`src/rtl/acc_16bit_if.sv`:
```
// acc_16bit_if: command, stream and result signals of the 16-bit accumulator.
//   master: drives start/len/din/din_valid, observes din_ready and results.
//   slave : the accumulator side (acc_16bit).
// Signals:
//   start, len           - begin a job of len words (sampled in IDLE)
//   din, din_valid       - input word stream
//   din_ready            - accumulator accepts din this cycle
//   sum, carry_cnt, ovf  - result; the total is {carry_cnt, sum}
//   busy, done           - job in progress / one-cycle completion pulse
interface acc_16bit_if #(
    parameter int LEN_W = 8,
    parameter int CNT_W = 8
);
    logic             start;
    logic [LEN_W-1:0] len;
    logic [15:0]      din;
    logic             din_valid;
    logic             din_ready;
    logic [15:0]      sum;
    logic [CNT_W-1:0] carry_cnt;
    logic             ovf;
    logic             busy;
    logic             done;

    modport master (
        output start, len, din, din_valid,
        input  din_ready, sum, carry_cnt, ovf, busy, done
    );

    modport slave (
        input  start, len, din, din_valid,
        output din_ready, sum, carry_cnt, ovf, busy, done
    );
endinterface

```
`src/rtl/acc_16bit.sv`:
```
// acc_16bit: streaming accumulator built around a 16-bit ripple-carry adder.
// Sums len words accepted under a valid/ready handshake; adder carry-outs are
// counted (saturating) in carry_cnt, which extends sum to {carry_cnt, sum}.
// Ports:
//   clk  - rising-edge clock
//   rst  - asynchronous active-high reset
//   bus  - acc_16bit_if.slave (start/len/din/din_valid in;
//          din_ready/sum/carry_cnt/ovf/busy/done out)

// rc_16bit: combinational 16-bit ripple-carry adder.
//   a, b - operands; cin - carry in; s - sum; cout - carry out
module rc_16bit (
    input  logic [15:0] a,
    input  logic [15:0] b,
    input  logic        cin,
    output logic [15:0] s,
    output logic        cout
);
    logic [16:0] c;

    always_comb begin
        c    = '0;
        s    = '0;
        c[0] = cin;
        for (int unsigned i = 0; i < 16; i++) begin
            s[i]   = a[i] ^ b[i] ^ c[i];
            c[i+1] = (a[i] & b[i]) | (c[i] & (a[i] ^ b[i]));
        end
    end

    assign cout = c[16];
endmodule

module acc_16bit #(
    parameter int LEN_W = 8,
    parameter int CNT_W = 8
) (
    input  logic         clk,
    input  logic         rst,
    acc_16bit_if.slave   bus
);
    localparam logic [1:0] IDLE = 2'd0;
    localparam logic [1:0] RUN  = 2'd1;
    localparam logic [1:0] DONE = 2'd2;

    logic [1:0]       state;
    logic [15:0]      sum_q;
    logic [CNT_W-1:0] cnt_q;
    logic             ovf_q;
    logic [LEN_W-1:0] remaining;

    logic [15:0]      add_s;
    logic             add_cout;
    logic             xfer;

    // Running sum on a, incoming word on b; carries are tracked in cnt_q.
    rc_16bit u_add (
        .a    (sum_q),
        .b    (bus.din),
        .cin  (1'b0),
        .s    (add_s),
        .cout (add_cout)
    );

    // din_ready is a pure state decode, so a transfer is RUN & din_valid.
    assign xfer = (state == RUN) && bus.din_valid;

    always_ff @(posedge clk or posedge rst) begin
        if (rst) begin
            state     <= IDLE;
            sum_q     <= '0;
            cnt_q     <= '0;
            ovf_q     <= 1'b0;
            remaining <= '0;
        end else begin
            case (state)
                IDLE: begin
                    if (bus.start) begin
                        sum_q     <= '0;
                        cnt_q     <= '0;
                        ovf_q     <= 1'b0;
                        remaining <= bus.len;
                        state     <= (bus.len != '0) ? RUN : DONE;
                    end
                end
                RUN: begin
                    if (xfer) begin
                        sum_q     <= add_s;
                        remaining <= remaining - LEN_W'(1);
                        if (add_cout) begin
                            if (cnt_q == '1) begin
                                ovf_q <= 1'b1;
                            end else begin
                                cnt_q <= cnt_q + CNT_W'(1);
                            end
                        end
                        if (remaining == LEN_W'(1)) begin
                            state <= DONE;
                        end
                    end
                end
                DONE: begin
                    state <= IDLE;
                end
                default: begin
                    state <= IDLE;
                end
            endcase
        end
    end

    assign bus.din_ready = (state == RUN);
    assign bus.busy      = (state != IDLE);
    assign bus.done      = (state == DONE);
    assign bus.sum       = sum_q;
    assign bus.carry_cnt = cnt_q;
    assign bus.ovf       = ovf_q;
endmodule

```
`src/flat_wrapper.sv`:
```
// flat-port wrapper written by rule: the top's interface ports become plain ports
module acc_16bit_flat 
#(
    parameter int LEN_W = 8,
    parameter int CNT_W = 8
)
  (clk, rst, bus_start, bus_len, bus_din, bus_din_valid, bus_din_ready, bus_sum, bus_carry_cnt, bus_ovf, bus_busy, bus_done);
  acc_16bit_if #(.LEN_W(LEN_W), .CNT_W(CNT_W)) bus_i ();
  input  logic clk;
  input  logic rst;
  input wire logic [$bits(bus_i.start)-1:0] bus_start;
  input wire logic [$bits(bus_i.len)-1:0] bus_len;
  input wire logic [$bits(bus_i.din)-1:0] bus_din;
  input wire logic [$bits(bus_i.din_valid)-1:0] bus_din_valid;
  output wire logic [$bits(bus_i.din_ready)-1:0] bus_din_ready;
  output wire logic [$bits(bus_i.sum)-1:0] bus_sum;
  output wire logic [$bits(bus_i.carry_cnt)-1:0] bus_carry_cnt;
  output wire logic [$bits(bus_i.ovf)-1:0] bus_ovf;
  output wire logic [$bits(bus_i.busy)-1:0] bus_busy;
  output wire logic [$bits(bus_i.done)-1:0] bus_done;
  assign bus_i.start = bus_start;
  assign bus_i.len = bus_len;
  assign bus_i.din = bus_din;
  assign bus_i.din_valid = bus_din_valid;
  assign bus_din_ready = bus_i.din_ready;
  assign bus_sum = bus_i.sum;
  assign bus_carry_cnt = bus_i.carry_cnt;
  assign bus_ovf = bus_i.ovf;
  assign bus_busy = bus_i.busy;
  assign bus_done = bus_i.done;
  acc_16bit #(.LEN_W(LEN_W), .CNT_W(CNT_W)) u_core (.clk(clk), .rst(rst), .bus(bus_i));
endmodule
```
`config.mk`:
```
export PLATFORM = sky130hd
export DESIGN_NAME = acc_16bit_flat
export DESIGN_NICKNAME = d
export VERILOG_FILES = /design/src/rtl/acc_16bit_if.sv /design/src/rtl/acc_16bit.sv /design/src/flat_wrapper.sv
export SDC_FILE = /design/constraint.sdc
export NUM_CORES = 1
export LEC_CHECK = 0
export CAP_MARGIN = 40
export CORE_MARGIN = 4
export CORE_UTILIZATION = 50
export CTS_BUF_LIST = sky130_fd_sc_hd__clkbuf_8
export DETAILED_ROUTE_END_ITERATION = 8
export GPL_ROUTABILITY_DRIVEN = 0
export PLACE_DENSITY = 0.92
export SYNTH_ARGS = -nofsm -noshare
export SYNTH_HDL_FRONTEND = slang
export SYNTH_SLANG_ARGS = --single-unit
```
`constraint.sdc`:
```
create_clock -name clk -period 7.64 [get_ports clk]
set_input_delay 1.146 -clock clk [delete_from_list [all_inputs] [get_ports clk]]
set_output_delay 1.146 -clock clk [all_outputs]
set_load 0.02 [all_outputs]
```
Yosys cells after proc, flatten, opt, wreduce, memory -nomap -nowiden
Index checks and enable logic that the tools add are counted.
Word-level totals
  flip-flop bits (word level): 35
  input bits: 28
  output and inout port bits: 28
Operators by class
  $add $sub $neg: 2
  equality and inequality tests: 10
  mux-type cells: 21
  bitwise logic cells: 77
  reductions and logical operators: 9
Operators with widths (count)
  2-to-1 mux 8 bit: 6
  2-to-1 mux 16 bit: 2
  one-hot mux 16 bit (2 select lines): 1
  one-hot mux 8 bit (2 select lines): 2
  bitwise AND 1 bit: 31
  XOR 1 bit: 31
  bitwise OR 1 bit: 15
  AND reduction 5 bit: 2
  adder 8 x 1 -> 8 bit (second input constant): 1
  equality test 8 x 1 -> 1 bit (second input constant): 1
  equality test 8 bit (second input constant): 1
  2-to-1 mux 2 bit: 4
  inequality test 2 x 1 -> 1 bit (second input constant): 4
  nonzero test 8 bit: 1
  subtractor 8 x 1 -> 8 bit (second input constant): 1
  AND reduction 3 bit: 2
  2-to-1 mux 1 bit: 4
  inequality test 2 bit (second input constant): 2
  one-hot mux 2 bit (2 select lines): 1
  nonzero test 2 bit: 2
  equality test 2 x 1 -> 1 bit (second input constant): 1
  equality test 2 bit (second input constant): 1
  logical NOT 2 bit: 1
  one-hot mux 1 bit (2 select lines): 1
  logical AND 1 bit: 1

Longest topological paths before layout
Gate-level depths: netlist (run 1).
  depth in word-level cells: 34
  gate-level depth with buffers: 24
  depth with buffers taken out: 23

Modules after synthesis
Synthesis (run 1) repeated with hierarchy kept, for this count alone.
Second synthesis, totals
  cell total of the unflattened synthesis: 191
  area total of the unflattened synthesis: 2049.5 um2
By module, submodules not included
  acc_16bit: times used 1, cells an instance 165, area each 1691.6 um2, sequential area each 875.8 um2
  rc_16bit: times used 1, cells an instance 26, area each 357.8 um2, sequential area each 0.0 um2

Worst setup path before layout (run 1)
Ideal clock, no wire load.
  path type: input-to-reg
  start: input bus_din[0]
  end: register u_core.cnt_q[5] (netlist: u_core.bus.carry_cnt[5])
  library setup time: 0.077 ns
  data arrival time: 7.691 ns
  data required time: 7.563 ns
  path slack: -0.129 ns
  cell stages on the path: 23
  cells stage by stage: ha_1 -> inv_1 -> fa_1 -> fa_1 -> fa_1 -> fa_1 -> fa_1 -> fa_1 -> fa_1 -> fa_1 -> fa_1 -> fa_1 -> fa_1 -> fa_1 -> inv_1 -> fa_1 -> fa_1 -> inv_1 -> fa_1 -> and4bb_2 -> o2111ai_2 -> or4_1 -> a21oi_1
Between the ends
  word-level cells in the longest chain between the ends: 33
RTL lines
  from (decl): line flat_wrapper.sv:13  | input wire logic [$bits(bus_i.din)-1:0] bus_din;
  bitwise AND 1 bit (2 in a row): line acc_16bit.sv:27  | c[i+1] = (a[i] & b[i]) | (c[i] & (a[i] ^ b[i]));
  bitwise OR 1 bit: line acc_16bit.sv:27
  bitwise AND 1 bit: line acc_16bit.sv:27
  bitwise OR 1 bit: line acc_16bit.sv:27
  bitwise AND 1 bit: line acc_16bit.sv:27
  bitwise OR 1 bit: line acc_16bit.sv:27
  bitwise AND 1 bit: line acc_16bit.sv:27
  bitwise OR 1 bit: line acc_16bit.sv:27
  (+16 left out)
  bitwise AND 1 bit: line acc_16bit.sv:27
  bitwise OR 1 bit: line acc_16bit.sv:27
  bitwise AND 1 bit: line acc_16bit.sv:27
  bitwise OR 1 bit: line acc_16bit.sv:27
  bitwise AND 1 bit: line acc_16bit.sv:27
  bitwise OR 1 bit: line acc_16bit.sv:27
  inequality test 2 x 1 -> 1 bit (no line)
  AND reduction 5 bit (no line)
  to (signal assigned): line acc_16bit.sv:94  | cnt_q <= cnt_q + CNT_W'(1);
  to (decl): line acc_16bit.sv:48  | logic [CNT_W-1:0] cnt_q;
Every way passes these cells.
A chain may end at the register's enable or synchronous reset.

Worst setup path in the final report (run 1)
  start: input bus_din[0]
  end: register u_core.cnt_q[6] (netlist: u_core.bus.carry_cnt[6])
Same word-level chain as after synthesis.

==> flow_summary_export.csv, run 1 <==
group,metric,value,unit
final_layout,finish.utilization,0.712,
final_layout,seqCellArea,876,um^2
clock_network,cts_tree,"yes",
worst_setup_path,start_kind,"input pin",
place,hpwlAfterDp,3760,um
power,power_density,401,mW/mm^2
yosys,yosysTopAreaCellShare,0.414,
flow_run,drv_cap,0,
timing,max_freq,134,MHz
floorplanning,die_h,73.0,um
clock_network,root_buffer,"clkbuf_8",
worst_setup_path,worstPathArrival,7.70,ns
yosys,synthFlopType,"dfrtp_1",
floorplanning,coreArea,0.00406,mm^2
floorplanning,initial_core_util,0.521,
min_path,whs_path_depth,2,
routing,drt_iter0_markers,249,
clock_network,htree_levels,2,
timing,tightest_slew,0.926,ns
yosys,synthArstFlopShare,1.00,
floorplanning,ios,56,
yosys,synth-edff-count,0,
floorplanning,num_rows,23,
worst_setup_path,crit_fanout,4,
final_layout,antenna-diode-count,0,
power,p_leak,1.21,nW
worst_setup_path,crit_required,7.88,ns
worst_setup_path,worstRegToRegCells,24,
yosys,synth_top_area_cell,"dfrtp_1",
timing,setup_ws,0.181,ns
worst_setup_path,crit_top_cell,"fa_2",
yosys,post-synth-top-count-cell,"dfrtp_1",
place,port_buffers,55,
final_layout,final_nets,321,
yosys,synth_area,0.00211,mm^2
worst_setup_path,cp_slowest_cell,"or4_1",
global_routing,grt_util_all_layers,0.211,
routing,wl_per_cell,15.8,um
floorplanning,die_width,73.0,um
worst_setup_path,worstSetupEndpointType,"flop",
timing,final_hold_viol_count,0,
global_routing,overflow,0,
global_routing,antenna_found_initial,0,
yosys,synthTopCellsByArea,"dfrtp_1, fa_1, inv_1",
routing,drtPass1Iterations,5,
timing,worst_clock_skew,0.00909,ns
yosys,ys_types,39,
yosys,ys_seq_area_frac,0.414,
yosys,yosys_warnings,0,
global_routing,grt_pass1_vias,1925,
global_routing,grt_max_degree,36,
final_layout,drive_gt1_frac,0.164,
min_path,min_path_type,"flop to flop",
timing,rsz0062_at_grt,"no",
final_layout,fillers,283,
routing,drcViolationCount,0,
routing,drt-total-wl,5140,um
outcome,status,"finished clean",
routing,postRouteAntennaNets,0,
place,place_ws,-0.711,ns
clock_network,clock-sinks,35,
timing,slew_headroom,0.383,
routing,via_count,1848,
timing,post-route-min-period,7.46,ns
power,ir_drop,0.000194,V
clock_network,clkTransAtPathRegs,0.08,ns
yosys,synth_common_cells,"dfrtp_1, inv_1, a21oi_1",
global_routing,grt_pass1_wl,8610,um
worst_setup_path,critPathMaxStageDelay,0.46,ns
yosys,syn_nets,259,
clock_network,clk_path_buf_depth,2,
worst_setup_path,r2r_slack,0.68,ns
clock_network,clk_latency,0.29,ns
yosys,netlist_instances,212,
timing,setup_viol,0,
yosys,synth-seq-cells,35,
timing,period_share,0.976,
clock_network,numCtsBuffers,5,
routing,viasPerCell,5.69,
final_layout,syn_to_final_growth,36.7,%
final_layout,multi_input_area,0.00112,mm^2
clock_network,ctsHoldBuffers,0,
yosys,synth_area_per_cell,9.97,um^2
timing,slew_viol_final,0,
floorplanning,dieArea,0.00533,mm^2
worst_setup_path,path_class,"input pin to flop",
==> metrics by stage <==
stage          total power, mW  setup TNS [ns]  hold WS [ns]  cells  cell area (um^2)
6_report                  1.16               0         0.517    325              2890
5_1_grt                   1.26               0         0.568    325              2890
4_1_cts                   1.17               0         0.527    325              2890
3_5_place_dp             0.983           -4.79         0.506    315              2740
3_3_place_gp             0.949           -3.25         0.498    315              2740
2_1_floorplan            0.749               0         0.473    212              2120
==> worst max-delay path: cells and delay by family <==
kind / cells / cell delay, ns
adder cells (fa/ha/maj): 16 / 5.18
AND/OR/NAND/NOR: 3 / 0.89
AO/OA/AOI/OAI: 1 / 0.08
buffers and inverters: 5 / 0.39
==> area by class of cell <==
cell class              count  area share
multi-input cells         135       0.387
clock inverters             1     0.00130
well taps                  50      0.0217
repair buffers             63       0.209
inverters                  34      0.0442
flip-flops and latches     35       0.303
clock buffers               7      0.0333
==> what timing repair did <==
item | 4_1_cts | 5_1_grt
pin swaps | 22 | 7
buffers inserted | 2 | 0
resized for setup | 22 | 0
endpoints found under the setup margin | 9 | 7
cloned | 0 | 0
==> kinds of logic after synthesis <==
| group | after synthesis | synth area share |
|---|---|---|
| buffers and inverters | 42 | 0.0817 |
| adder cells (fa/ha/maj) | 19 | 0.166 |
| flip-flops | 35 | 0.414 |
| AO/OA/AOI/OAI | 59 | 0.186 |
| AND/OR/NAND/NOR | 55 | 0.143 |
| multiplexers | 2 | 0.00947 |
==> final timing paths <==
kind,startpoint,to
hold reg to reg,u_core.bus.ovf,u_core.bus.ovf
hold / removal,u_core.bus.ovf,u_core.bus.ovf
max in group asynchronous,rst,u_core.remaining[1]
setup reg to reg,u_core.bus.sum[0],u_core.bus.carry_cnt[6]
min in group asynchronous,rst,u_core.bus.sum[6]
setup / recovery,bus_din[0],u_core.bus.carry_cnt[6]
==> state kept, by name, indices dropped and copies added (netlist names) <==
name,count
u_core.remaining,8
u_core.bus.ovf,1
u_core.state,2
u_core.bus.carry_cnt,8
u_core.bus.sum,16
==> where the power goes <==
group	switching [mW]	internal, mW	leakage (nW)
logic	0.347	0.305	0.728
registers	0.0884	0.267	0.429
clock network	0.0687	0.0810	0.0557
==> layout by cell type, fill, tap and decap left out, types with 2 or more instances in the layout <==
cell	count
mux2i_1	2
nor2_1	11
a2bb2oi_1	2
or4_1	4
or2_2	3
nand2_1	13
inv_2	4
fa_2	15
nor3_1	6
nand3_1	3
nor4_1	3
a31oi_1	2
buf_4	8
o31ai_1	3
clkdlybuf4s50_1	53
a32o_1	4
nor2b_1	2
a21oi_2	2
o22ai_1	14
dfrtp_1	35
clkbuf_8	7
o21ai_0	8
inv_1	31
nand2b_1	3
a21oi_1	15
o22a_1	3
ha_1	3
==> metal layers <==
layer  vias up  track usage  wire length, um
met1       908        0.258             2090
met5         -            0                0
li1        865            -                -
met2        58        0.355             2700
met3        17       0.0455              236
met4         0       0.0943              115
(Power assumes the default switching activity.)
==> inputs of run 2 (changes only) <==
- CTS_BUF_LIST: sky130_fd_sc_hd__clkbuf_8 -> sky130_fd_sc_hd__clkbuf_4
==> run 2 against run 1 <==
  * Sequential share of layout area increased by 0.21 points
  * Hold slack improved by 0.0088 ns
  * Clock-buffer cell count decreased by 1
  * Non-clock buffer count decreased by 1
==> flow_summary_export.csv, run 2 (same netlist as run 1, synthesis figures left out) <==
group,metric,value,unit
outcome,status,"finished clean",
global_routing,met3_usage,0.0482,
timing,rsz0062_at_grt,"yes",
worst_setup_path,worstSetupEndpointType,"flop",
global_routing,overflow,0,
floorplanning,coreArea,0.00406,mm^2
routing,drt-total-wl,5380,um
timing,setup_viol,0,
routing,drcViolationCount,0,
final_layout,fin_cells,324,
global_routing,met2_usage,0.363,
worst_setup_path,crit_fanout,3,
clock_network,cts_tree,"yes",
worst_setup_path,crit_required,7.94,ns
clock_network,ctsHoldBuffers,0,
routing,drt_iter0_markers,229,
timing,tightest_slew,0.933,ns
floorplanning,initial_core_util,0.521,
clock_network,clk_latency,0.36,ns
flow_run,drv_cap,0,
final_layout,layout_commonest_cell,"clkdlybuf4s50_1",
clock_network,htree_levels,2,
timing,slew_viol_final,0,
power,power_density,390,mW/mm^2
timing,worst_clock_skew,0.0107,ns
routing,wl_per_cell,16.6,um
place,dp.cells,315,
global_routing,grt_pass1_wl,8710,um
place,place_ws,-0.711,ns
final_layout,largest_register_ffs,16,
routing,postRouteAntennaNets,0,
global_routing,grt_max_degree,36,
global_routing,grt.busiest_layer,"met2",
timing,post-route-min-period,7.48,ns
timing,final_hold_viol_count,0,
final_layout,mostFrequentLayoutCells,"clkdlybuf4s50_1, dfrtp_1, inv_1, fa_2",
final_layout,final_nets,320,
floorplanning,die_width,73.0,um
clock_network,clock-sinks,35,
timing,slew_headroom,0.378,
timing,period_share,0.979,
final_layout,syn_to_final_growth,35.8,%
worst_setup_path,start_kind,"input pin",
timing,setup_ws,0.164,ns
min_path,min_path_type,"flop to flop",
place,port_buffers,55,
floorplanning,ios,56,
floorplanning,die_h,73.0,um
routing,viasPerCell,5.69,
floorplanning,num_rows,23,
clock_network,root_buffer,"clkbuf_4",
worst_setup_path,path_class,"input pin to flop",
final_layout,antenna-diode-count,0,
power,ir_drop,0.000199,V
final_layout,drive_gt1_frac,0.172,
place,hpwlAfterDp,3760,um
global_routing,grt_pass1_vias,1923,
floorplanning,dieArea,0.00533,mm^2
worst_setup_path,worstPathArrival,7.77,ns
routing,via_count,1844,
timing,whs,0.525,ns
clock_network,clkTransAtPathRegs,0.11,ns
timing,max_freq,134,MHz
global_routing,grt_util_all_layers,0.215,
clock_network,numCtsBuffers,5,
power,p_leak,1.20,nW
global_routing,antenna_found_initial,0,
clock_network,clk_path_buf_depth,2,
routing,drtPass1Iterations,4,
global_routing,grt_use_met1,0.261,
-- run 2: worst max-delay path: stages --
cell,delay [ns]
buf_6,0.07
ha_4,0.11
inv_2,0.03
fa_2,0.35
fa_2,0.37
fa_2,0.38
fa_2,0.39
fa_2,0.38
fa_2,0.38
fa_2,0.38
fa_2,0.38
fa_2,0.37
fa_2,0.37
fa_2,0.37
fa_2,0.37
inv_2,0.06
fa_2,0.21
fa_2,0.20
inv_2,0.04
fa_2,0.32
and4bb_2,0.35
o2111ai_2,0.14
or4_4,0.45
a21oi_2,0.14
-- run 2: what timing repair did --
action / CTS / global route
setup endpoints to repair: 8 / 7
pin swaps: 4 / 20
buffers inserted: 1 / 0
gates resized for setup: 9 / 18
-- run 2: report_power, final --
group          total, mW  internal (mW)  leakage, nW  switching [mW]
Combinational      0.659          0.307        0.739           0.352
Sequential         0.357          0.266        0.429          0.0903
Clock              0.104         0.0376       0.0307          0.0661
-- run 2: metrics by stage --
step	setup TNS (ns)	utilization	instance area (um^2)	total power [mW]
finish	0	0.707	2870	1.12
global route	-0.0358	0.707	2870	1.21
CTS	0	0.694	2820	1.10
detailed placement	-4.79	0.674	2740	0.983
global placement	-3.25	0.674	2740	0.949
floorplan	0	-	2120	0.749
-- run 2: worst paths after layout --
check / depth (start not counted) / end / from / slack (ns)
max: 24 / u_core.bus.carry_cnt[5] / bus_din[0] / 0.16
min: 2 / u_core.bus.ovf / u_core.bus.ovf / 0.53
max reg2reg: 23 / u_core.bus.carry_cnt[5] / u_core.bus.sum[0] / 0.54
min reg2reg: 2 / u_core.bus.ovf / u_core.bus.ovf / 0.53
max in group asynchronous: 3 / u_core.remaining[1] / rst / 6.13
min in group asynchronous: 3 / u_core.bus.carry_cnt[4] / rst / 1.18
-- run 2: per-layer routing --
layer | share of wire | vias to the layer above
met2 | 0.52 | 44
met4 | 0.016 | 0
met3 | 0.041 | 11
li1 | - | 865
met5 | 0 | -
met1 | 0.42 | 924
-- run 2: layout make-up --
class,count,area (um^2)
fillers,289,1190
multi-input cells,135,1140
flip-flops and latches,35,876
repair buffers,62,607
inverters,34,128
well taps,50,62.6
clock buffers,6,45.0
clock inverters,2,7.51
==> inputs of run 3 (changes only) <==
- CELL_PAD_IN_SITES_DETAIL_PLACEMENT: unset -> 1
- CELL_PAD_IN_SITES_GLOBAL_PLACEMENT: unset -> 1
- CORE_UTILIZATION: 50 -> 38
==> run 3 against run 2 <==
  * Sequential power hardly changed
  * Total power is 3.8% higher
  * Sequential share of layout area is 0.36 points lower
  * Die area is 28% higher
  * Worst setup slack worse by 0.013 ns
  * Register-to-register slack worse by 0.03 ns
  * Global-route usage is 0.75 points higher
  * Largest power group unchanged
==> flow_summary_export.csv, run 3 (same netlist as run 1, synthesis figures left out) <==
group,metric,value,unit
outcome,status,"finished clean",
routing,via_count,1928,
timing,finalSetupTns,0,ns
timing,worst_clock_skew,0.0141,ns
min_path,whs_path_depth,2,
global_routing,grt_max_degree,36,
clock_network,htree_levels,2,
timing,final_hold_viol_count,0,
min_path,min_to,"u_core.bus.ovf",
worst_setup_path,worstPathArrival,7.78,ns
routing,viasPerCell,5.57,
clock_network,clk_latency,0.36,ns
global_routing,met3_usage,0.0542,
global_routing,grt_util_all_layers,0.222,
worst_setup_path,worstSetupEndpointType,"flop",
final_layout,largest_register_ffs,16,
routing,drtPass1Iterations,4,
power,ir_drop,0.000195,V
timing,max_freq,134,MHz
final_layout,mostFrequentLayoutCells,"clkdlybuf4s50_1, dfrtp_1, inv_1, a21oi_1, fa_2",
min_path,min_path_type,"flop to flop",
worst_setup_path,worstRegToRegCells,24,
global_routing,antenna_found_initial,0,
timing,period_share,0.980,
timing,tightest_slew,0.687,ns
min_path,worstHoldStart,"u_core.bus.ovf",
place,hpwlAfterDp,4870,um
floorplanning,ios,56,
worst_setup_path,r2r_end,"u_core.bus.carry_cnt[5]",
global_routing,grt_pass1_wl,11100,um
worst_setup_path,path_class,"input pin to flop",
floorplanning,die_h,82.6,um
floorplanning,coreArea,0.00524,mm^2
global_routing,overflow,0,
power,power_density,400,mW/mm^2
final_layout,layout_commonest_cell,"clkdlybuf4s50_1",
worst_setup_path,start_kind,"input pin",
clock_network,cts_tree,"yes",
floorplanning,initial_core_util,0.403,
timing,setup_viol,0,
clock_network,root_buffer,"clkbuf_4",
worst_setup_path,r2r_slack,0.51,ns
power,p_leak,1.20,nW
final_layout,final_nets,322,
place,port_buffers,55,
flow_run,drv_cap,0,
global_routing,grt_use_met1,0.255,
timing,slew_viol_final,0,
timing,slew_headroom,0.542,
routing,wl_per_cell,19.2,um
timing,post-route-min-period,7.49,ns
floorplanning,die_width,82.6,um
clock_network,clkTransAtPathRegs,0.10,ns
floorplanning,num_rows,26,
worst_setup_path,crit_fanout,2,
global_routing,met2_usage,0.386,
worst_setup_path,r2r-start,"u_core.bus.sum[0]",
final_layout,finish.utilization,0.554,
routing,drcViolationCount,0,
final_layout,drive_gt1_frac,0.170,
global_routing,grt_pass1_vias,2154,
routing,drt_iter0_markers,95,
worst_setup_path,crit_required,7.93,ns
clock_network,ctsHoldBuffers,0,
global_routing,grt.busiest_layer,"met2",
floorplanning,dieArea,0.00682,mm^2
clock_network,numCtsBuffers,5,
final_layout,syn_to_final_growth,37.4,%
clock_network,clock-sinks,35,
final_layout,antenna-diode-count,0,
clock_network,clk_path_buf_depth,2,
routing,drt-total-wl,6630,um
routing,postRouteAntennaNets,0,
## run 3: changes by cell type in the layout (fill, tap and decap cells not counted)
| cell | previous run | this run |
|---|---|---|
| a21oi_2 | 3 | 2 |
| or4_1 | 2 | 3 |
| clkdlybuf4s15_1 | 0 | 1 |
| buf_4 | 7 | 8 |
| or4_4 | 2 | 1 |
| a21oi_1 | 14 | 15 |
| dlymetal6s2s_1 | 1 | 0 |
| buf_6 | 1 | 2 |
## run 3: metrics by stage
| step | power [mW] | hold WS, ns | area, um^2 | cells | worst slack [ns] |
|---|---|---|---|---|---|
| after floorplan | 0.749 | 0.473 | 2120 | 212 | 0.0359 |
| after global placement | 0.963 | 0.497 | 2760 | 335 | -0.559 |
| after detailed placement | 1.03 | 0.498 | 2770 | 336 | -0.867 |
| after CTS | 1.17 | 0.528 | 2880 | 346 | -0.0118 |
| after global routing | 1.27 | 0.555 | 2900 | 346 | -0.0217 |
| final | 1.16 | 0.521 | 2900 | 346 | 0.151 |
## run 3: worst max-delay path, stage by stage
cell	delay, ns
buf_6	0.08
ha_4	0.12
inv_2	0.03
fa_2	0.35
fa_2	0.35
fa_2	0.35
fa_2	0.37
fa_2	0.35
fa_2	0.36
fa_2	0.36
fa_2	0.37
fa_2	0.35
fa_2	0.36
fa_2	0.37
fa_2	0.37
inv_2	0.08
fa_2	0.21
fa_2	0.22
inv_2	0.05
fa_2	0.35
and4bb_2	0.33
buf_4	0.13
o2111ai_2	0.13
or4_4	0.45
a21oi_2	0.14
## run 3: timing repair
item,4_1_cts,5_1_grt
pin swaps,21,10
buffers inserted,2,0
gates resized for setup,24,4
setup endpoints to repair,9,9
## run 3: metal layers
layer | part of all wire | wire (um)
met1 | 0.38 | 2530
met2 | 0.54 | 3580
met3 | 0.044 | 291
met4 | 0.036 | 240
met5 | 0 | 0
## run 3: worst max path at each step
stage | slack (ns) | from | to | cells past startpoint
global placement | -0.56 | bus_din[0] | u_core.bus.carry_cnt[5] | 24
floorplan | 0.04 | bus_din[0] | u_core.bus.carry_cnt[5] | 23
finish | 0.15 | bus_din[0] | u_core.bus.carry_cnt[5] | 25
detailed placement | -0.87 | bus_din[0] | u_core.bus.carry_cnt[6] | 25
global route | -0.02 | bus_din[0] | u_core.bus.carry_cnt[5] | 25
CTS | -0.01 | bus_din[0] | u_core.bus.carry_cnt[6] | 25
## run 3: area by class of cell
type / instances / area, um^2
Tap cell: 70 / 87.6
Sequential cell: 35 / 876
Timing Repair Buffer: 64 / 623
Clock inverter: 2 / 7.51
Multi-Input combinational cell: 135 / 1140
Fill cell: 596 / 2330
Clock buffer: 6 / 45.0
Inverter: 34 / 128
## run 3: power breakdown
part	leakage (nW)	total (mW)	internal, mW	switching [mW]
registers	0.429	0.359	0.266	0.0927
logic	0.739	0.697	0.316	0.381
clock network	0.0307	0.105	0.0376	0.0678
